$ cat config.mk
export PLATFORM = sky130hd
export DESIGN_NAME = ram_port_arbiter
export DESIGN_NICKNAME = d
export VERILOG_FILES = /design/src/rtl/ram_port_arbiter.sv
export SDC_FILE = /design/constraint.sdc
export NUM_CORES = 1
export LEC_CHECK = 0
export ABC_AREA = 1
export ABC_CLOCK_PERIOD_IN_PS = 5400
export CAP_MARGIN = 30
export CORE_UTILIZATION = 45
export DETAILED_ROUTE_END_ITERATION = 8
export PLACE_DENSITY = 0.81
export SYNTH_ARGS = -nofsm -noshare
export SYNTH_HDL_FRONTEND = slang
export SYNTH_SLANG_ARGS = --single-unit
$ cat constraint.sdc
create_clock -name clk_i -period 5.4 [get_ports clk_i]
set_input_delay 1.08 -clock clk_i [delete_from_list [all_inputs] [get_ports clk_i]]
set_output_delay 1.08 -clock clk_i [all_outputs]
set_load 0.01 [all_outputs]
$ cat src/rtl/ram_port_arbiter.sv
// ram_port_arbiter: sole owner of the byte-wide external RAM/IO bus.
// Shares the bus between the instruction-fetch port (IF) and the load/store
// port (MA). Each 1/2/4-byte request is split into little-endian byte beats.
// Each beat issues one address, and that beat's read byte is returned one
// cycle later. The assembled word is returned with a one-cycle done pulse.
//
// Ports:
//   clk_i, rst_ni      clock, asynchronous active-low reset
//   rdy_i              global ready; low freezes every register
//   inst_*             fetch request (4 bytes), cancel, data and done pulse
//   ma_*               load/store request, width, data and done pulse
//   mem_din_i          read byte from RAM/IO
//   mem_dout_o         write byte
//   mem_a_o            byte address (request address zero-extended to 32 bits)
//   mem_wr_o           write strobe for the current beat
module ram_port_arbiter #(
    parameter int unsigned ADDR_WIDTH = 32
) (
    input  logic                  clk_i,
    input  logic                  rst_ni,
    input  logic                  rdy_i,
    input  logic                  inst_re_i,
    input  logic [ADDR_WIDTH-1:0] inst_addr_i,
    input  logic                  inst_cancel_i,
    output logic [31:0]           inst_data_o,
    output logic                  inst_done_o,
    input  logic                  ma_re_i,
    input  logic                  ma_we_i,
    input  logic [2:0]            ma_width_i,
    input  logic [ADDR_WIDTH-1:0] ma_addr_i,
    input  logic [31:0]           ma_wdata_i,
    output logic [31:0]           ma_rdata_o,
    output logic                  ma_done_o,
    input  logic [7:0]            mem_din_i,
    output logic [7:0]            mem_dout_o,
    output logic [31:0]           mem_a_o,
    output logic                  mem_wr_o
);

    localparam logic [1:0] StIdle = 2'd0;
    localparam logic [1:0] StRd   = 2'd1;
    localparam logic [1:0] StWr   = 2'd2;
    localparam logic [1:0] StDone = 2'd3;

    logic [1:0]  state_q, state_d;
    logic        is_if_q, is_if_d;
    logic [31:0] base_q, base_d;
    logic [1:0]  last_q, last_d;      // index of the final beat (N-1)
    logic [1:0]  beat_q, beat_d;      // index of the beat currently on the bus
    logic [31:0] wdata_q, wdata_d;
    logic [31:0] rbuf_q, rbuf_d;
    logic [31:0] mem_a_q, mem_a_d;
    logic [7:0]  mem_dout_q, mem_dout_d;
    logic        mem_wr_q, mem_wr_d;
    logic [31:0] inst_data_q, inst_data_d;
    logic [31:0] ma_rdata_q, ma_rdata_d;
    logic        inst_done_q, inst_done_d;
    logic        ma_done_q, ma_done_d;

    logic [31:0] inst_addr_ext, ma_addr_ext;
    logic [1:0]  ma_last;
    logic [1:0]  beat_inc;

    always_comb begin
        inst_addr_ext = '0;
        inst_addr_ext[ADDR_WIDTH-1:0] = inst_addr_i;
        ma_addr_ext = '0;
        ma_addr_ext[ADDR_WIDTH-1:0] = ma_addr_i;
        case (ma_width_i)
            3'd1:    ma_last = 2'd0;
            3'd2:    ma_last = 2'd1;
            default: ma_last = 2'd3;
        endcase
        beat_inc = beat_q + 2'd1;
    end

    always_comb begin
        state_d     = state_q;
        is_if_d     = is_if_q;
        base_d      = base_q;
        last_d      = last_q;
        beat_d      = beat_q;
        wdata_d     = wdata_q;
        rbuf_d      = rbuf_q;
        mem_a_d     = mem_a_q;
        mem_dout_d  = mem_dout_q;
        mem_wr_d    = mem_wr_q;
        inst_data_d = inst_data_q;
        ma_rdata_d  = ma_rdata_q;
        inst_done_d = inst_done_q;
        ma_done_d   = ma_done_q;

        if (rdy_i) begin
            case (state_q)
                StIdle: begin
                    // MA has fixed priority over IF; a store wins over a load.
                    if (ma_we_i || ma_re_i) begin
                        is_if_d = 1'b0;
                        base_d  = ma_addr_ext;
                        last_d  = ma_last;
                        wdata_d = ma_wdata_i;
                        beat_d  = 2'd0;
                        rbuf_d  = '0;
                        mem_a_d = ma_addr_ext;
                        if (ma_we_i) begin
                            state_d    = StWr;
                            mem_dout_d = ma_wdata_i[7:0];
                            mem_wr_d   = 1'b1;
                        end else begin
                            state_d = StRd;
                        end
                    end else if (inst_re_i && !inst_cancel_i) begin
                        is_if_d = 1'b1;
                        base_d  = inst_addr_ext;
                        last_d  = 2'd3;
                        beat_d  = 2'd0;
                        rbuf_d  = '0;
                        mem_a_d = inst_addr_ext;
                        state_d = StRd;
                    end
                end
                StRd: begin
                    if (is_if_q && inst_cancel_i) begin
                        // Redirect: drop the partial word and the byte now on mem_din.
                        state_d = StIdle;
                    end else begin
                        rbuf_d = rbuf_q | (32'(mem_din_i) << {beat_q, 3'b000});
                        if (beat_q == last_q) begin
                            state_d = StDone;
                            if (is_if_q) begin
                                inst_data_d = rbuf_d;
                                inst_done_d = 1'b1;
                            end else begin
                                ma_rdata_d = rbuf_d;
                                ma_done_d  = 1'b1;
                            end
                        end else begin
                            beat_d  = beat_inc;
                            mem_a_d = base_q + {30'd0, beat_inc};
                        end
                    end
                end
                StWr: begin
                    if (beat_q == last_q) begin
                        state_d   = StDone;
                        mem_wr_d  = 1'b0;
                        ma_done_d = 1'b1;
                    end else begin
                        beat_d     = beat_inc;
                        mem_a_d    = base_q + {30'd0, beat_inc};
                        mem_dout_d = 8'(wdata_q >> {beat_inc, 3'b000});
                    end
                end
                StDone: begin
                    // No grant here so the requester can drop its request.
                    state_d     = StIdle;
                    inst_done_d = 1'b0;
                    ma_done_d   = 1'b0;
                end
                default: state_d = StIdle;
            endcase
        end
    end

    always_ff @(posedge clk_i or negedge rst_ni) begin
        if (!rst_ni) begin
            state_q     <= StIdle;
            is_if_q     <= 1'b0;
            base_q      <= '0;
            last_q      <= '0;
            beat_q      <= '0;
            wdata_q     <= '0;
            rbuf_q      <= '0;
            mem_a_q     <= '0;
            mem_dout_q  <= '0;
            mem_wr_q    <= 1'b0;
            inst_data_q <= '0;
            ma_rdata_q  <= '0;
            inst_done_q <= 1'b0;
            ma_done_q   <= 1'b0;
        end else begin
            state_q     <= state_d;
            is_if_q     <= is_if_d;
            base_q      <= base_d;
            last_q      <= last_d;
            beat_q      <= beat_d;
            wdata_q     <= wdata_d;
            rbuf_q      <= rbuf_d;
            mem_a_q     <= mem_a_d;
            mem_dout_q  <= mem_dout_d;
            mem_wr_q    <= mem_wr_d;
            inst_data_q <= inst_data_d;
            ma_rdata_q  <= ma_rdata_d;
            inst_done_q <= inst_done_d;
            ma_done_q   <= ma_done_d;
        end
    end

    // Gate the strobe while stalled so a frozen write beat is not repeated.
    assign mem_wr_o    = mem_wr_q & rdy_i;
    assign mem_a_o     = mem_a_q;
    assign mem_dout_o  = mem_dout_q;
    assign inst_data_o = inst_data_q;
    assign inst_done_o = inst_done_q;
    assign ma_rdata_o  = ma_rdata_q;
    assign ma_done_o   = ma_done_q;

endmodule
==> results.sh, run 1 <==
export IMPL_crit_chain="clkdlybuf4s50_1, nand2_1, inv_1, clkdlybuf4s50_1"
export IMPL_clockBufferDepth=3
export IMPL_post_route_period_util_pct=63.4
export IMPL_drive_above_1_share_pct=7.58
export IMPL_grt_max_degree=117
export IMPL_die_y_um=155
export IMPL_synth_mux_area_share_pct=0.858
export IMPL_rows=55
export IMPL_slew_viol_final=0
export IMPL_synth_seq_cells=210
export IMPL_drt_wl_total_um=28100
export IMPL_fp_dieW_um=155
export IMPL_hold_viol_final=0
export IMPL_final_area_mm2=0.0136
export IMPL_irDropWorstVdd_mv=0.284
export IMPL_end_kind="primary output"
export IMPL_finalSetupTns_ps=0
export IMPL_run_status="completed"
export IMPL_cts_max_level=1
export IMPL_crit_path_frequent_cell="clkdlybuf4s50_1"
export IMPL_yosysUniqueCellTypes=38
export IMPL_clk_latency_ps=500
export IMPL_crit_required_ps=4320
export IMPL_cts_buffers=22
export IMPL_yosys_area_share_simple_pct=24.1
export IMPL_finalPower_mw=7.58
export IMPL_grt_overflow_total=0
export IMPL_cp_arrival_ps=2340
export IMPL_synth_xor_area_share_pct=0.644
export IMPL_slowest_delay_ps=600
export IMPL_syn_area_mm2=0.0105
export IMPL_seq_area_frac_synth_pct=50.1
export IMPL_synth_fp_nets=1435
export IMPL_crit_slowest_cell="clkdlybuf4s50_1"
export IMPL_worst_setup_path_type="in2out"
export IMPL_syn_inst=1311
export IMPL_io_buffer_count=220
export IMPL_core_mm2=0.0228
export IMPL_synthAdderAreaFrac_pct=1.26
export IMPL_tightestPinTransition_ps=1000
export IMPL_synth_compound_area_share_pct=15.2
export IMPL_fin_ws_ps=1980
export IMPL_syn_avg_cell_area_um2=8.01
export IMPL_max_freq_ghz=0.292
export IMPL_dp_hpwl_um=20000
export IMPL_initialDrtViolationCount=679
export IMPL_initial_core_util_pct=46.1
export IMPL_root_buffer="clkbuf_16"
export IMPL_final_nets=1628
export IMPL_cts_resized=0
export IMPL_fillers=1995
export IMPL_post_dp_cell_area_mm2=0.0128
export IMPL_synth_top_family_by_area="simple AND/OR/NAND/NOR gates"
export IMPL_preCtsSetupSlack_ps=1720
export IMPL_boundaryPins=221
export IMPL_power_density_mw_per_mm2=558
export IMPL_die_area_mm2=0.0239
export IMPL_grt_total_usage_pct=23.8
export IMPL_antenna_cells=0
export IMPL_cts_setup_buffers=0
export IMPL_cp_max_fo=5
export IMPL_yosysWarnings=0
export IMPL_hold_class="in2async"
export IMPL_fin_crit_ps=3420
export IMPL_clock_sinks=210
export IMPL_fin_worst_skew_ps=12.6
export IMPL_drc=0
export IMPL_antenna_found_initial=0
export IMPL_finalSetupViolations=0
export IMPL_grt_pass1_vias=9053
export IMPL_path_clk_slew_ps=60
export IMPL_routabilityCongestion=0.915
export IMPL_drv_cap=0
export IMPL_cts_tree="done"
export IMPL_grt_pass1_wl_um=45600
export IMPL_rsz0062_at_grt="no"
export IMPL_post_drt_wl_per_cell_um=15.4
export IMPL_vias=9393
export IMPL_area_growth_pct=29.4
export IMPL_critPathLaunchType="input port"
export IMPL_cts_hold_buf=0
export IMPL_drtPass1Iterations=7
export IMPL_via_per_inst=5.13
export IMPL_p_leak_nw=6.17
export IMPL_timing_max_slew_rel_slack_pct=33.0
export IMPL_antenna_left=0
-- final cells by class --
type	count	area, um^2	share of cell area (%)
clock inverter	6	108	0.792
timing repair buffer	228	2310	17.0
sequential	210	5260	38.7
inverter	125	469	3.45
tap	313	392	2.88
multi-input combinational	917	4410	32.4
clock buffer	32	649	4.78
-- sequential cells by signal, indices dropped and copies added, names as in the netlist --
signal       flops
mem_a_o         32
base_q          32
is_if_q          1
mem_dout_o       8
inst_done_o      1
ma_done_o        1
mem_wr_q         1
wdata_q         32
rbuf_q          32
beat_q           2
ma_rdata_o      32
inst_data_o     32
state_q          2
last_q           2
-- placed cells by master (no fill, tap or decap), types with 2 or more instances in the layout --
cell type	count
nand2_1	430
a21oi_1	24
nand3_1	66
or2_2	9
bufinv_16	3
nor3_1	3
o22ai_1	24
clkbuf_8	5
o21ai_1	41
o21bai_1	2
clkdlybuf4s50_1	219
xor2_1	3
clkbuf_16	23
xnor2_2	2
buf_16	2
o21ai_0	118
inv_1	116
nand2_2	6
clkbuf_1	5
mux2i_1	9
o21ai_2	33
ha_1	9
clkinv_2	2
inv_2	9
nor2_2	4
buf_4	6
nor2_1	95
nor2_4	4
o211ai_1	10
dfrtp_1	210
a31oi_1	14
-- critical path, delay by kind of cell --
kind / cells / cell delay (ps)
buffers and inverters: 3 / 1180
and+or+nand+nor: 1 / 80
-- synthesized netlist by cell type --
master	n	area, um^2
buf_4	9	67.6
buf_6	11	124
o21bai_1	2	15.0
dfrtp_1	210	5260
or2_2	9	56.3
a31oi_1	14	87.6
nor2_1	95	357
fa_1	1	20.0
xnor2_2	2	32.5
nand3_4	1	17.5
o21ai_2	33	289
nand2_2	6	37.5
xnor2_1	1	8.76
nand3_1	66	330
o31ai_1	1	7.51
inv_1	116	435
o31ai_4	1	21.3
o21ai_0	118	591
o21ai_1	41	205
ha_1	9	113
a21o_1	1	7.51
nor2_4	4	45.0
nand2_1	430	1610
mux2i_1	9	90.1
nor3_1	3	15.0
o22ai_1	24	150
nor2_2	4	25.0
inv_2	9	33.8
nand3_2	1	10.0
nand2_4	1	11.3
a31o_2	1	8.76
o211ai_1	10	75.1
xor2_1	3	26.3
o21ai_4	1	16.3
a21oi_1	24	120
clkbuf_1	18	67.6
buf_2	21	105
and2_0	1	6.26
-- final timing paths --
path / to / start / cells past startpoint / slack, ps
worst min-delay path: wdata_q[26] / rst_ni / 1 / 390
max in group asynchronous: mem_a_o[9] / rst_ni / 3 / 3650
worst min register to register: wdata_q[1] / wdata_q[1] / 2 / 470
worst max-delay path: mem_wr_o / rdy_i / 4 / 1980
worst max register to register: mem_a_o[13] / beat_q[1] / 12 / 2190
min in group clk_i: wdata_q[1] / wdata_q[1] / 2 / 470
-- layer usage --
layer / wire length (um) / global-route usage (%) / share of wire, %
met1: 12100 / 31.4 / 43
met4: 730 / 8.16 / 2.6
met3: 1620 / 3.14 / 5.7
met2: 13700 / 40.3 / 49
met5: 0 / 0 / 0
-- through the flow --
stage	cells	utilization, %	hold WS [ps]
after detailed placement	1791	56.1	458
after CTS	1829	59.4	474
after global placement	1791	56.1	449
final	1831	59.7	392
after floorplan	1311	-	437
after global routing	1831	59.7	373
-- cells by family (layout without fill, tap and decap cells) --
family / count (synthesis) / count (layout)
flops: 210 / 210
buf+inv: 184 / 391
fa+ha+maj: 10 / 10
simple gates: 621 / 621
compound gates: 271 / 271
xor+xnor: 6 / 6
mux: 9 / 9
-- report_power, final --
part / switching, mW / leakage [nW] / internal, mW
sequential: 0.454 / 2.71 / 2.24
clock: 0.611 / 0.368 / 0.975
combinational: 1.94 / 3.10 / 1.37
Note: power is estimated with default switching activity, not from simulation.
==> run 2: changes to the inputs <==
--- a/config.mk
+++ b/config.mk
@@ -6,11 +6,11 @@
 export NUM_CORES = 1
 export LEC_CHECK = 0
 export ABC_AREA = 1
-export ABC_CLOCK_PERIOD_IN_PS = 5400
+export ABC_CLOCK_PERIOD_IN_PS = 2800
 export CAP_MARGIN = 30
 export CORE_UTILIZATION = 45
 export DETAILED_ROUTE_END_ITERATION = 8
-export PLACE_DENSITY = 0.81
+export PLACE_DENSITY = 0.84
 export SYNTH_ARGS = -nofsm -noshare
 export SYNTH_HDL_FRONTEND = slang
 export SYNTH_SLANG_ARGS = --single-unit
==> constraint.sdc (replaced) <==
create_clock -name clk_i -period 2.8 [get_ports clk_i]
set_input_delay 0.56 -clock clk_i [delete_from_list [all_inputs] [get_ports clk_i]]
set_output_delay 0.56 -clock clk_i [all_outputs]
set_load 0.01 [all_outputs]
==> run 2 against run 1 <==
Against the previous run:
- worst hold slack got worse by 370 ps
- die area stayed put
- combinational power rose by 99%
- sequential share of layout area fell by 0.25 points
- utilization grew 0.38 points
- via count up 2.5%
- clock skew is 5.2 ps lower
- setup slack got worse by 1600 ps
==> results.sh, run 2 (same netlist as run 1, synthesis figures left out) <==
export IMPL_cts_max_level=1
export IMPL_path_clk_slew_ps=60
export IMPL_grt_pass1_vias=9493
export IMPL_preCtsSetupSlack_ps=309
export IMPL_root_buffer="clkbuf_16"
export IMPL_area_growth_pct=30.3
export IMPL_slowest_delay_ps=630
export IMPL_vias=9627
export IMPL_tightestPinTransition_ps=833
export IMPL_clockBufferDepth=3
export IMPL_cts_setup_buffers=0
export IMPL_io_buffer_count=220
export IMPL_run_status="completed"
export IMPL_place_inst=1808
export IMPL_core_mm2=0.0228
export IMPL_antenna_left=0
export IMPL_dp_hpwl_um=21200
export IMPL_crit_slowest_cell="clkdlybuf4s50_1"
export IMPL_cp_top_family="buffers and inverters"
export IMPL_fillers=1934
export IMPL_die_y_um=155
export IMPL_timing_max_slew_rel_slack_pct=44.5
export IMPL_hold_viol_final=0
export IMPL_cts_buffers=22
export IMPL_drtPass1Iterations=5
export IMPL_final_nets=1643
export IMPL_post_dp_cell_area_mm2=0.0129
export IMPL_p_leak_nw=6.24
export IMPL_antenna_found_initial=0
export IMPL_hold_slack_ps=19.2
export IMPL_final_area_mm2=0.0137
export IMPL_finalSetupTns_ps=0
export IMPL_crit_required_ps=2240
export IMPL_worst_setup_path_type="in2out"
export IMPL_rsz0062_at_grt="no"
export IMPL_initial_core_util_pct=46.1
export IMPL_cts_hold_buf=0
export IMPL_stdcell_count=1847
export IMPL_clk_latency_ps=500
export IMPL_clock_sinks=210
export IMPL_final_cell_mix="nand2_1 (430), clkdlybuf4s50_1 (219), dfrtp_1 (210), o21ai_0 (118), inv_1 (116)"
export IMPL_slew_viol_final=0
export IMPL_hold_class="in2async"
export IMPL_crit_chain="clkdlybuf4s50_1, nand2_1, inv_1, clkdlybuf4s50_1"
export IMPL_via_per_inst=5.21
export IMPL_layout_commonest_cell="nand2_1"
export IMPL_cts_tree="done"
export IMPL_cp_arrival_ps=1860
export IMPL_drt_wl_total_um=29600
export IMPL_cts_resized=0
export IMPL_max_freq_ghz=0.413
export IMPL_finalPower_mw=14.7
export IMPL_fin_ws_ps=382
export IMPL_grt_total_usage_pct=25.3
export IMPL_grt_pass1_wl_um=48600
export IMPL_fin_crit_ps=2420
export IMPL_finalSetupViolations=0
export IMPL_cp_num_buf_inv=3
export IMPL_crit_path_frequent_cell="clkdlybuf4s50_1"
export IMPL_rows=55
export IMPL_drive_above_1_share_pct=8.74
export IMPL_critPathLaunchType="input port"
export IMPL_fp_dieW_um=155
export IMPL_fin_worst_skew_ps=7.32
export IMPL_utilization_pct=60.0
export IMPL_end_kind="primary output"
export IMPL_routabilityCongestion=0.933
export IMPL_die_area_mm2=0.0239
export IMPL_irDropWorstVdd_mv=0.507
export IMPL_cp_max_fo=5
export IMPL_initialDrtViolationCount=892
export IMPL_grt_max_degree=65
export IMPL_boundaryPins=221
export IMPL_post_drt_wl_per_cell_um=16.0
export IMPL_power_density_mw_per_mm2=1080
export IMPL_grt_overflow_total=0
export IMPL_post_route_period_util_pct=86.4
export IMPL_antenna_cells=0
export IMPL_drv_cap=0
export IMPL_drc=0
-- run 2: cell count changes in the layout (fill, tap and decap cells not counted), sizes merged --
| cell | previous run | this run |
|---|---|---|
| clkinv | 2 | 8 |
| bufinv | 3 | 2 |
| buf | 8 | 23 |
| clkbuf | 33 | 28 |
| inv | 125 | 126 |
-- run 2: worst paths after layout --
path	slack (ps)	end	depth (start not counted)	from
worst min register to register	480	wdata_q[2]	2	wdata_q[2]
worst max register to register	460	mem_a_o[24]	11	beat_q[1]
worst max-delay path	380	mem_wr_o	4	rdy_i
worst min-delay path	20	inst_data_o[3]	1	rst_ni
max in group asynchronous	2060	wdata_q[0]	2	rst_ni
min in group clk_i	480	wdata_q[2]	2	wdata_q[2]
-- run 2: final cells by class --
class	instances	area, um^2	area share (%)
inverter	125	469	3.43
tap	313	392	2.86
multi-input combinational	917	4410	32.2
clock inverter	12	124	0.906
sequential	210	5260	38.4
clock buffer	27	611	4.46
timing repair buffer	243	2420	17.7
-- run 2: worst reg2reg max path, delay by kind of cell (launching register included) --
family	cells	cell delay [ps]
adders and majority gates	1	490
DFF	1	440
and+or+nand+nor	8	1120
buffers and inverters	2	180
-- run 2: where the power goes --
group | switching [mW] | leakage, nW | internal, mW
registers | 0.879 | 2.71 | 4.32
logic | 3.85 | 3.17 | 2.73
clock network | 1.23 | 0.365 | 1.74
-- run 2: per-layer routing --
layer	wire length [um]	part of all wire, %	track usage, %
met4	780	2.6	8.11
met5	0	0	0
met3	1620	5.5	3.14
met1	12400	42	32.8
met2	14800	50	43.9
==> run 3: changes to the inputs <==
--- a/config.mk
+++ b/config.mk
@@ -8,7 +8,9 @@
 export ABC_AREA = 1
 export ABC_CLOCK_PERIOD_IN_PS = 2800
 export CAP_MARGIN = 30
+export CORE_MARGIN = 5
 export CORE_UTILIZATION = 45
+export CTS_CLUSTER_DIAMETER = 60
 export DETAILED_ROUTE_END_ITERATION = 8
 export PLACE_DENSITY = 0.84
 export SYNTH_ARGS = -nofsm -noshare
==> run 3 against run 2 <==
Against the previous run:
- first-iteration DRC count shrank 17%
- setup slack worse by 25 ps
- via count decreased by 0.21%
- register-to-register slack worse by 100 ps
- utilization is 0.49 points higher
- combinational power barely moved
- critical path type is now reg2reg
- largest cell class unchanged
- largest power group unchanged
- highest routed layer unchanged
==> results.sh, run 3 (same netlist as run 1, synthesis figures left out) <==
export IMPL_utilization_pct=60.5
export IMPL_tightestPinTransition_ps=755
export IMPL_met3_length_um=2330
export IMPL_r2r_end="mem_a_o[13]"
export IMPL_drv_cap=0
export IMPL_die_y_um=163
export IMPL_hold_class="in2async"
export IMPL_grt_pass1_vias=9449
export IMPL_antenna_found_initial=0
export IMPL_critPathLaunchType="register"
export IMPL_irDropWorstVdd_mv=0.698
export IMPL_routabilityCongestion=0.940
export IMPL_drc=0
export IMPL_cts_max_level=1
export IMPL_ff2ff_path_depth=13
export IMPL_layout_commonest_cell="nand2_1"
export IMPL_m1WireLength_um=12000
export IMPL_grt_overflow_total=0
export IMPL_routed_top_layer="met4"
export IMPL_max_freq_ghz=0.409
export IMPL_fin_ws_ps=356
export IMPL_fp_dieW_um=163
export IMPL_clockBufferDepth=3
export IMPL_dr_wl_met2_um=14800
export IMPL_finalPower_mw=15.1
export IMPL_final_nets=1643
export IMPL_vias=9607
export IMPL_drt_wl_total_um=29800
export IMPL_rows=55
export IMPL_worst_setup_path_type="reg2reg"
export IMPL_post_route_period_util_pct=87.3
export IMPL_r2r_start="beat_q[0]"
export IMPL_cts_setup_buffers=0
export IMPL_drtPass1Iterations=6
export IMPL_p_leak_nw=6.28
export IMPL_initialDrtViolationCount=744
export IMPL_cp_max_fo=7
export IMPL_cts_hold_buf=0
export IMPL_hold_viol_final=0
export IMPL_post_dp_cell_area_mm2=0.0130
export IMPL_antenna_cells=0
export IMPL_io_buffer_count=220
export IMPL_finalSetupTns_ps=0
export IMPL_clk_latency_ps=490
export IMPL_finalSetupViolations=0
export IMPL_grt_total_usage_pct=22.0
export IMPL_final_cell_mix="nand2_1 (430), clkdlybuf4s50_1 (219), dfrtp_1 (210), o21ai_0 (118), inv_1 (116)"
export IMPL_final_area_mm2=0.0138
export IMPL_power_density_mw_per_mm2=1090
export IMPL_run_status="completed"
export IMPL_grt_max_degree=68
export IMPL_stdcell_count=1847
export IMPL_grt_pass1_wl_um=48000
export IMPL_cts_buffers=23
export IMPL_end_kind="register"
export IMPL_rrSetupSlack_ps=360
export IMPL_rsz0062_at_grt="no"
export IMPL_crit_required_ps=3190
export IMPL_clock_sinks=210
export IMPL_slew_viol_final=0
export IMPL_dp_hpwl_um=21700
export IMPL_initial_core_util_pct=46.1
export IMPL_timing_max_slew_rel_slack_pct=49.6
export IMPL_cts_resized=0
export IMPL_via_per_inst=5.20
export IMPL_place_inst=1807
export IMPL_cts_tree="done"
export IMPL_fin_crit_ps=2440
export IMPL_area_growth_pct=31.3
export IMPL_die_area_mm2=0.0265
export IMPL_preCtsSetupSlack_ps=234
export IMPL_fin_worst_skew_ps=9.00
export IMPL_hold_slack_ps=78.9
export IMPL_core_mm2=0.0228
export IMPL_cp_arrival_ps=2830
export IMPL_antenna_left=0
export IMPL_root_buffer="clkbuf_16"
export IMPL_path_clk_slew_ps=60
export IMPL_boundaryPins=221
export IMPL_drive_above_1_share_pct=8.67
export IMPL_post_drt_wl_per_cell_um=16.1
## run 3: changes by cell type in the layout (fill, tap and decap cells not counted)
cell | previous run | this run
buf_12 | 3 | 6
buf_4 | 20 | 16
bufinv_16 | 2 | 4
clkbuf_1 | 2 | 3
clkbuf_8 | 3 | 6
clkinv_2 | 6 | 1
clkinv_4 | 2 | 1
inv_8 | 0 | 1
## run 3: report_power, final
part / internal [mW] / switching [mW] / leakage, nW
Sequential: 4.32 / 0.880 / 2.71
Clock: 2.02 / 1.23 / 0.398
Combinational: 2.77 / 3.85 / 3.18
Total: 9.10 / 5.96 / 6.28
## run 3: worst max-delay path: stages, from the launching register on
cell,delay (ps)
dfrtp_1,540
nand2_1,170
inv_1,110
nor2_1,50
buf_4,150
ha_1,270
nand3_1,70
nand2_1,160
nand2_1,130
nor2_1,310
xor2_1,180
nand2_1,70
nand2_1,90
nand2_1,50
## run 3: worst max-delay path by stage
stage                              from          end  slack [ps]  cells after the start
after floorplan               beat_q[0]   mem_a_o[8]         750                     11
after global placement    inst_cancel_i    rbuf_q[9]         300                     10
after detailed placement  inst_cancel_i    rbuf_q[9]         230                     10
after CTS                     beat_q[0]  mem_a_o[13]         360                     13
after global routing          beat_q[0]  mem_a_o[13]         100                     13
final                         beat_q[0]  mem_a_o[13]         360                     13
## run 3: area by class of cell
class	instances	area (um^2)
Timing Repair Buffer	242	2450
Clock buffer	31	656
Fill cell	1935	8990
Clock inverter	9	161
Inverter	125	469
Sequential cell	210	5260
Tap cell	313	392
Multi-Input combinational cell	917	4410
## run 3: layer usage
metal	up-vias	GRT usage (%)
met5	-	0
met4	0	5.72
met3	63	3.87
met2	392	38.4
met1	4513	28.5
li1	4639	-
